$ cat src/rtl/vga_bounce_renderer_pkg.sv
// rtl/vga_bounce_renderer_pkg.sv - axis state type and bounce step helper
package vga_bounce_renderer_pkg;

    typedef enum logic {
        DIR_NEG = 1'b0,
        DIR_POS = 1'b1
    } dir_e;

    typedef struct packed {
        dir_e       dir;
        logic [9:0] pos;
    } axis_t;

    // One frame of motion on one axis. Intermediates are 11 bits so that
    // pos+step and lo+step can never wrap for any 10-bit position.
    function automatic axis_t axis_step(input axis_t cur, input logic [10:0] lo,
                                        input logic [10:0] hi, input logic [10:0] step);
        axis_t       nxt;
        logic [10:0] w_pos;
        w_pos = {1'b0, cur.pos};
        nxt   = cur;
        if (cur.dir == DIR_POS) begin
            if (w_pos + step > hi) begin
                nxt.pos = hi[9:0];
                nxt.dir = DIR_NEG;
            end else begin
                nxt.pos = 10'(w_pos + step);
            end
        end else begin
            if (w_pos < lo + step) begin
                nxt.pos = lo[9:0];
                nxt.dir = DIR_POS;
            end else begin
                nxt.pos = 10'(w_pos - step);
            end
        end
        return nxt;
    endfunction

endpackage

$ cat src/rtl/vga_timing_defs.sv
// rtl/vga_timing_defs.sv - visible-window and frame-end constants shared with the timing generator
package vga_timing_defs;

    // Visible window: hCount in [H_VIS_START, H_VIS_END), vCount in [V_VIS_START, V_VIS_END)
    localparam int H_VIS_START = 144;
    localparam int H_VIS_END   = 784;
    localparam int V_VIS_START = 35;
    localparam int V_VIS_END   = 516;

    // First line after the visible area; (V_FRAME_END, 0) marks end of frame
    localparam int V_FRAME_END = 516;

endpackage

$ cat src/rtl/frame_tick_gen.sv
// rtl/frame_tick_gen.sv - rising-edge detector producing a one-clk pulse
module frame_tick_gen (
    input  logic clk,
    input  logic rst,
    input  logic level,
    output logic pulse
);

    logic r_prev;
    logic r_pulse;

    // Previous level resets high so a level already high at reset release never pulses
    always_ff @(posedge clk) begin
        if (rst) begin
            r_prev  <= 1'b1;
            r_pulse <= 1'b0;
        end else begin
            r_prev  <= level;
            r_pulse <= level & ~r_prev;
        end
    end

    assign pulse = r_pulse;

endmodule

$ cat src/rtl/vga_bounce_renderer.sv
// rtl/vga_bounce_renderer.sv - bouncing square sprite over a solid background
module vga_bounce_renderer #(
    parameter int          SIZE      = 32,
    parameter int          STEP      = 2,
    parameter logic [11:0] BG_COLOR  = 12'h00F,
    parameter logic [11:0] SPR_COLOR = 12'hF00
) (
    input  logic        clk,
    input  logic        rst,
    input  logic [9:0]  hCount,
    input  logic [9:0]  vCount,
    input  logic        bright,
    input  logic        pause,
    output logic [11:0] rgb,
    output logic        frame_tick,
    output logic [9:0]  spr_x,
    output logic [9:0]  spr_y
);

    import vga_timing_defs::*;
    import vga_bounce_renderer_pkg::*;

    localparam logic [10:0] X_MIN  = 11'(H_VIS_START);
    localparam logic [10:0] X_MAX  = 11'(H_VIS_END - SIZE);
    localparam logic [10:0] Y_MIN  = 11'(V_VIS_START);
    localparam logic [10:0] Y_MAX  = 11'(V_VIS_END - SIZE);
    localparam logic [10:0] STEP_W = 11'(STEP);
    localparam logic [10:0] SIZE_W = 11'(SIZE);

    localparam axis_t X_RESET = '{dir: DIR_POS, pos: X_MIN[9:0]};
    localparam axis_t Y_RESET = '{dir: DIR_POS, pos: Y_MIN[9:0]};

    axis_t       r_x_axis;
    axis_t       r_y_axis;
    logic [11:0] r_rgb;
    logic        w_frame_end;
    logic        w_tick;
    logic        w_in_x;
    logic        w_in_y;

    assign w_frame_end = (vCount == 10'(V_FRAME_END)) && (hCount == 10'd0);

    frame_tick_gen u_frame_tick_gen (
        .clk   (clk),
        .rst   (rst),
        .level (w_frame_end),
        .pulse (w_tick)
    );

    // Advance both axes once per frame, the clk after the tick, unless paused
    always_ff @(posedge clk) begin
        if (rst) begin
            r_x_axis <= X_RESET;
            r_y_axis <= Y_RESET;
        end else if (w_tick && !pause) begin
            r_x_axis <= axis_step(r_x_axis, X_MIN, X_MAX, STEP_W);
            r_y_axis <= axis_step(r_y_axis, Y_MIN, Y_MAX, STEP_W);
        end
    end

    assign spr_x = r_x_axis.pos;
    assign spr_y = r_y_axis.pos;

    assign w_in_x = ({1'b0, hCount} >= {1'b0, spr_x}) && ({1'b0, hCount} < {1'b0, spr_x} + SIZE_W);
    assign w_in_y = ({1'b0, vCount} >= {1'b0, spr_y}) && ({1'b0, vCount} < {1'b0, spr_y} + SIZE_W);

    // Pixel colour: blanking first, then sprite, then background
    always_ff @(posedge clk) begin
        if (rst) begin
            r_rgb <= 12'h000;
        end else if (!bright) begin
            r_rgb <= 12'h000;
        end else if (w_in_x && w_in_y) begin
            r_rgb <= SPR_COLOR;
        end else begin
            r_rgb <= BG_COLOR;
        end
    end

    assign rgb        = r_rgb;
    assign frame_tick = w_tick;

endmodule

$ cat config.mk
export PLATFORM = sky130hd
export DESIGN_NAME = vga_bounce_renderer
export DESIGN_NICKNAME = d
export VERILOG_FILES = /design/src/rtl/vga_bounce_renderer_pkg.sv /design/src/rtl/vga_timing_defs.sv /design/src/rtl/frame_tick_gen.sv /design/src/rtl/vga_bounce_renderer.sv
export SDC_FILE = /design/constraint.sdc
export NUM_CORES = 1
export LEC_CHECK = 0
export BUFFER_PORTS_ARGS = -buffer_cell sky130_fd_sc_hd__buf_2
export CORE_MARGIN = 4
export CORE_UTILIZATION = 30
export DETAILED_ROUTE_END_ITERATION = 8
export GPL_TIMING_DRIVEN = 0
export SKIP_CTS_REPAIR_TIMING = 1
export SYNTH_ARGS = -nofsm -noshare
export SYNTH_HDL_FRONTEND = slang
export SYNTH_SLANG_ARGS = --single-unit
$ cat constraint.sdc
create_clock -name clk -period 2.1 [get_ports clk]
set_input_delay 0.105 -clock clk [delete_from_list [all_inputs] [get_ports clk]]
set_output_delay 0.105 -clock clk [all_outputs]
set_load 0.02 [all_outputs]
==> report_table.html <==
<table>
<tr><th>Metric</th><th>Value</th></tr>
<tr><th colspan="2">Logic synthesis</th></tr>
<tr><td>Post-synthesis register bit count</td><td>25</td></tr>
<tr><td>Share of the yosys chip area belonging to registers</td><td>17.00%</td></tr>
<tr><td>FFs w/ async S/R, synth</td><td>0%</td></tr>
<tr><td>Share of the synthesized area in the top cell type</td><td>17.00%</td></tr>
<tr><td>Synthesis Warnings</td><td>0</td></tr>
<tr><td>Syn Inst Count</td><td>390</td></tr>
<tr><td>Leading cell type by number of instances after synthesis</td><td>sky130_fd_sc_hd__ha_1</td></tr>
<tr><td>Cell type with the largest total area after synthesis</td><td>sky130_fd_sc_hd__dfxtp_1</td></tr>
<tr><td>Post-synth EDFFs</td><td>0</td></tr>
<tr><td>Number of unique standard cell types used by synthesis</td><td>60</td></tr>
<tr><td>Post-Synthesis Cell Area</td><td>2944 µm²</td></tr>
<tr><td>Top cells by area in the synthesized netlist</td><td>sky130_fd_sc_hd__dfxtp_1, sky130_fd_sc_hd__ha_1, sky130_fd_sc_hd__buf_4</td></tr>
<tr><td>Top flip-flop cell by instance count after synthesis</td><td>sky130_fd_sc_hd__dfxtp_1</td></tr>
<tr><td>Syn_area_per_cell</td><td>7.549 µm²</td></tr>
<tr><td>Most common library cells after synthesis</td><td>sky130_fd_sc_hd__ha_1, sky130_fd_sc_hd__buf_4, sky130_fd_sc_hd__dfxtp_1, sky130_fd_sc_hd__nor2_1</td></tr>
<tr><th colspan="2">Worst setup path</th></tr>
<tr><td>Library cell appearing most often on the critical path</td><td>sky130_fd_sc_hd__or3_4</td></tr>
<tr><td>Max FO, Critical Path</td><td>8</td></tr>
<tr><td>Critical path buffers and inverters</td><td>1</td></tr>
<tr><td>Chain of cells forming the critical path</td><td>buf_6 -&gt; or3_4 -&gt; or3_4 -&gt; or3_4 -&gt; mux2i_1 -&gt; a221oi_1 -&gt; a211oi_1</td></tr>
<tr><td>Dominant delay contributor by cell family on the critical path</td><td>simple AND/OR/NAND/NOR gates</td></tr>
<tr><td>Source of the worst register-to-register timing path</td><td>spr_x[1]</td></tr>
<tr><td>CP Launch Type</td><td>flip-flop</td></tr>
<tr><td>Crit path largest cell delay</td><td>0.38 ns</td></tr>
<tr><td>Endpoint of the worst-slack reg-to-reg timing path</td><td>spr_x[8]</td></tr>
<tr><td>Required arrival time at the worst endpoint</td><td>2.25 ns</td></tr>
<tr><td>Data arrival time of the critical path</td><td>2.42 ns</td></tr>
<tr><td>Cell with the largest stage delay on the worst path</td><td>sky130_fd_sc_hd__or3_4</td></tr>
<tr><td>Depth of the worst register-to-register path</td><td>7</td></tr>
<tr><td>Register-to-register setup slack</td><td>-0.17 ns</td></tr>
<tr><td>Crit Path Class</td><td>flip-flop to flip-flop</td></tr>
<tr><td>Kind of end point of the critical path</td><td>flip-flop</td></tr>
<tr><th colspan="2">Min path</th></tr>
<tr><td>Worst Hold Depth</td><td>2</td></tr>
<tr><td>Hold path startpoint</td><td>bright</td></tr>
<tr><td>End of the worst hold path</td><td>rgb[10]</td></tr>
<tr><td>Class of the most critical hold timing path</td><td>input pin to flip-flop</td></tr>
<tr><th colspan="2">Timing</th></tr>
<tr><td>Actual slew at the worst max-slew pin</td><td>0.5897 ns</td></tr>
<tr><td>Clock skew after layout</td><td>0.004893 ns</td></tr>
<tr><td>Maximum clock rate</td><td>440.9 MHz</td></tr>
<tr><td>Min setup slack post-route</td><td>-0.1680 ns</td></tr>
<tr><td>Final critical path time including I/O delays and setup</td><td>2.268 ns</td></tr>
<tr><td>Max Slew Vio Count</td><td>0</td></tr>
<tr><td>Remaining max-slew budget at the tightest pin</td><td>60.68%</td></tr>
<tr><td>Number of setup violations in the final report</td><td>4</td></tr>
<tr><td>Total count of hold-check failures in the final report</td><td>0</td></tr>
<tr><td>Period Utilization, post-route</td><td>108.0%</td></tr>
<tr><td>Unrepaired setup endpoints after global routing</td><td>yes</td></tr>
<tr><th colspan="2">CTS</th></tr>
<tr><td>Clock buffer depth</td><td>2</td></tr>
<tr><td>Maximum level of the CTS H-tree</td><td>1</td></tr>
<tr><td>Clock sinks</td><td>25</td></tr>
<tr><td>Number of buffers added by the clock tree synthesis step</td><td>3</td></tr>
<tr><td>CTS root buf</td><td>sky130_fd_sc_hd__clkbuf_8</td></tr>
<tr><td>Insertion delay to the later sink of the worst-skew pair</td><td>0.28 ns</td></tr>
<tr><td>Clock tree from TritonCTS</td><td>yes</td></tr>
<tr><td>Clock-pin slew on the worst setup and hold paths</td><td>0.10 ns</td></tr>
<tr><th colspan="2">Routing</th></tr>
<tr><td>Remaining number of nets flagged by the antenna check after routing</td><td>0</td></tr>
<tr><td>Number of detailed-route iterations in the first pass</td><td>4</td></tr>
<tr><td>WL final</td><td>9239 µm</td></tr>
<tr><td>Average wire length per cell after detail routing</td><td>15.69 µm</td></tr>
<tr><td>Via count</td><td>3,192</td></tr>
<tr><td>Detailed-route DRC error count</td><td>0</td></tr>
<tr><td>Drt via density</td><td>5.419</td></tr>
<tr><td>Count of routing violations after the opening detailed-route iteration</td><td>207</td></tr>
<tr><th colspan="2">Final layout</th></tr>
<tr><td>Layout cells sized above 1</td><td>36.30%</td></tr>
<tr><td>Final cell count without fillers</td><td>589</td></tr>
<tr><td>Ant. Diodes</td><td>0</td></tr>
<tr><td>Area delta synth-&gt;final</td><td>29.11%</td></tr>
<tr><td>Post-layout util</td><td>40.37%</td></tr>
<tr><td>Final cell area excluding filler cells</td><td>3801 µm²</td></tr>
<tr><td>Post-layout net count</td><td>522</td></tr>
<tr><th colspan="2">Floorplan</th></tr>
<tr><td>Floorplan Core Area</td><td>9415 µm²</td></tr>
<tr><td>Number of rows in the core area</td><td>35</td></tr>
<tr><td>Total Die Area</td><td>11,460 µm²</td></tr>
<tr><td>Top-level I/O count</td><td>57</td></tr>
<tr><td>Chip Height</td><td>107.1 µm</td></tr>
<tr><td>Effective utilization at floorplan</td><td>31.27%</td></tr>
<tr><td>Die width</td><td>107.1 µm</td></tr>
<tr><th colspan="2">Placement</th></tr>
<tr><td>Area after detailed placement</td><td>3385 µm²</td></tr>
<tr><td>DPL Wire Length</td><td>6891 µm</td></tr>
<tr><td>DP Worst Slack</td><td>-0.3313 ns</td></tr>
<tr><td>RD Place Congestion</td><td>0.8846</td></tr>
<tr><td>Number of instances in the placed design</td><td>574</td></tr>
<tr><td>Port buffer count</td><td>51</td></tr>
<tr><th colspan="2">Run status</th></tr>
<tr><td>Failing checks</td><td>negative setup slack</td></tr>
<tr><td>Run status</td><td>finished, violations left</td></tr>
<tr><th colspan="2">Global routing</th></tr>
<tr><td>Overall Global Routing Usage</td><td>15.24%</td></tr>
<tr><td>Total congestion overflow</td><td>0</td></tr>
<tr><td>First-pass GRT wire length</td><td>14,500 µm</td></tr>
<tr><td>Maximum number of pins on one net before global-route repair</td><td>16</td></tr>
<tr><td>Initial antenna violation count</td><td>0</td></tr>
<tr><td>Number of global-route vias before repair</td><td>2,948</td></tr>
<tr><th colspan="2">Power</th></tr>
<tr><td>Power density over the cells</td><td>275.5 nW/µm²</td></tr>
<tr><td>Total power</td><td>1047 µW</td></tr>
<tr><td>Worst-case vdd ir drop</td><td>0.2214 mV</td></tr>
<tr><td>Leakage</td><td>0.001555 µW</td></tr>
<tr><th colspan="2">Flow run</th></tr>
<tr><td>Total of max-cap violations</td><td>0</td></tr>
</table>
-- final cells by class --
class	count	area, µm²
fill	967	5614
multi-input combinational	290	2248
sequential	25	530.5
timing repair buffer	64	362.8
buffer	48	336.6
tap	129	161.4
inverter	29	112.6
clock buffer	3	41.29
clock inverter	1	7.507
-- placed cells by master, fill, tap and decap left out, types with 8 or more instances in the layout --
cell type	n
sky130_fd_sc_hd__a21oi_1	15
sky130_fd_sc_hd__a211oi_1	8
sky130_fd_sc_hd__nand2_1	23
sky130_fd_sc_hd__nor3_1	11
sky130_fd_sc_hd__nand3_1	13
sky130_fd_sc_hd__dfxtp_2	9
sky130_fd_sc_hd__xnor2_1	13
sky130_fd_sc_hd__ha_1	29
sky130_fd_sc_hd__dfxtp_1	11
sky130_fd_sc_hd__inv_1	21
sky130_fd_sc_hd__buf_2	53
sky130_fd_sc_hd__buf_4	43
sky130_fd_sc_hd__o21ai_0	17
sky130_fd_sc_hd__o21ai_1	12
sky130_fd_sc_hd__nor2_1	24
sky130_fd_sc_hd__nor4_1	10
sky130_fd_sc_hd__a21o_1	8
-- power breakdown --
part / switching, µW / internal (µW)
Sequential: 8.53 / 475
Clock: 183 / 135
Combinational: 133 / 112
-- layer usage --
| metal | track usage [%] | vias up | wire, µm |
|---|---|---|---|
| li1 | - | 1554 | - |
| met1 | 20.78 | 1504 | 4099 |
| met2 | 25.92 | 126 | 4554 |
| met3 | 1.746 | 8 | 514 |
| met4 | 2.922 | 0 | 71 |
| met5 | 0 | - | 0 |
-- state kept, by name, indices dropped and copies added (netlist names) --
signal	flops
spr_y	10
r_x_axis	1
spr_x	9
u_frame_tick_gen.pulse	1
rgb	2
u_frame_tick_gen.r_prev	1
r_y_axis	1
-- logic make-up (layout without fill, tap and decap cells) --
logic type      after synthesis  after routing  share of synthesized area [%]
compound gates              115            115                          27.33
xor+xnor                     14             14                          4.165
fa+ha+maj                    37             37                          15.72
buf+inv                      79            145                          14.32
flops                        25             25                          17.00
mux                           2              2                         0.6800
other cells                   1              5                         0.1274
simple gates                117            117                          20.65
-- metrics by stage --
stage	setup TNS (ns)	hold WS, ns
3_5_place_dp	-3.022	0.3557
3_3_place_gp	-3.056	0.3581
4_1_cts	-3.635	0.05617
6_report	-0.1937	0.06689
5_1_grt	-1.021	0.07943
2_1_floorplan	0	0.2561
-- worst register-to-register path, delay by kind of cell (launching register included) --
kind	cells	cell delay, ns
compound gates	2	0.42
flops	1	0.35
simple gates	3	1.09
buf+inv	1	0.13
mux	1	0.14
-- worst max path at each step --
stage | startpoint | to | slack, ns | cells after the start
6_report | spr_x[1] | spr_x[8] | -0.17 | 7
5_1_grt | spr_x[1] | spr_x[8] | -0.22 | 7
4_1_cts | spr_x[5] | rgb[10] | -0.36 | 10
3_5_place_dp | spr_x[5] | rgb[10] | -0.33 | 10
3_3_place_gp | spr_x[5] | rgb[10] | -0.31 | 10
2_1_floorplan | spr_x[5] | rgb[10] | 0.001 | 10
(Power assumes the default switching activity.)
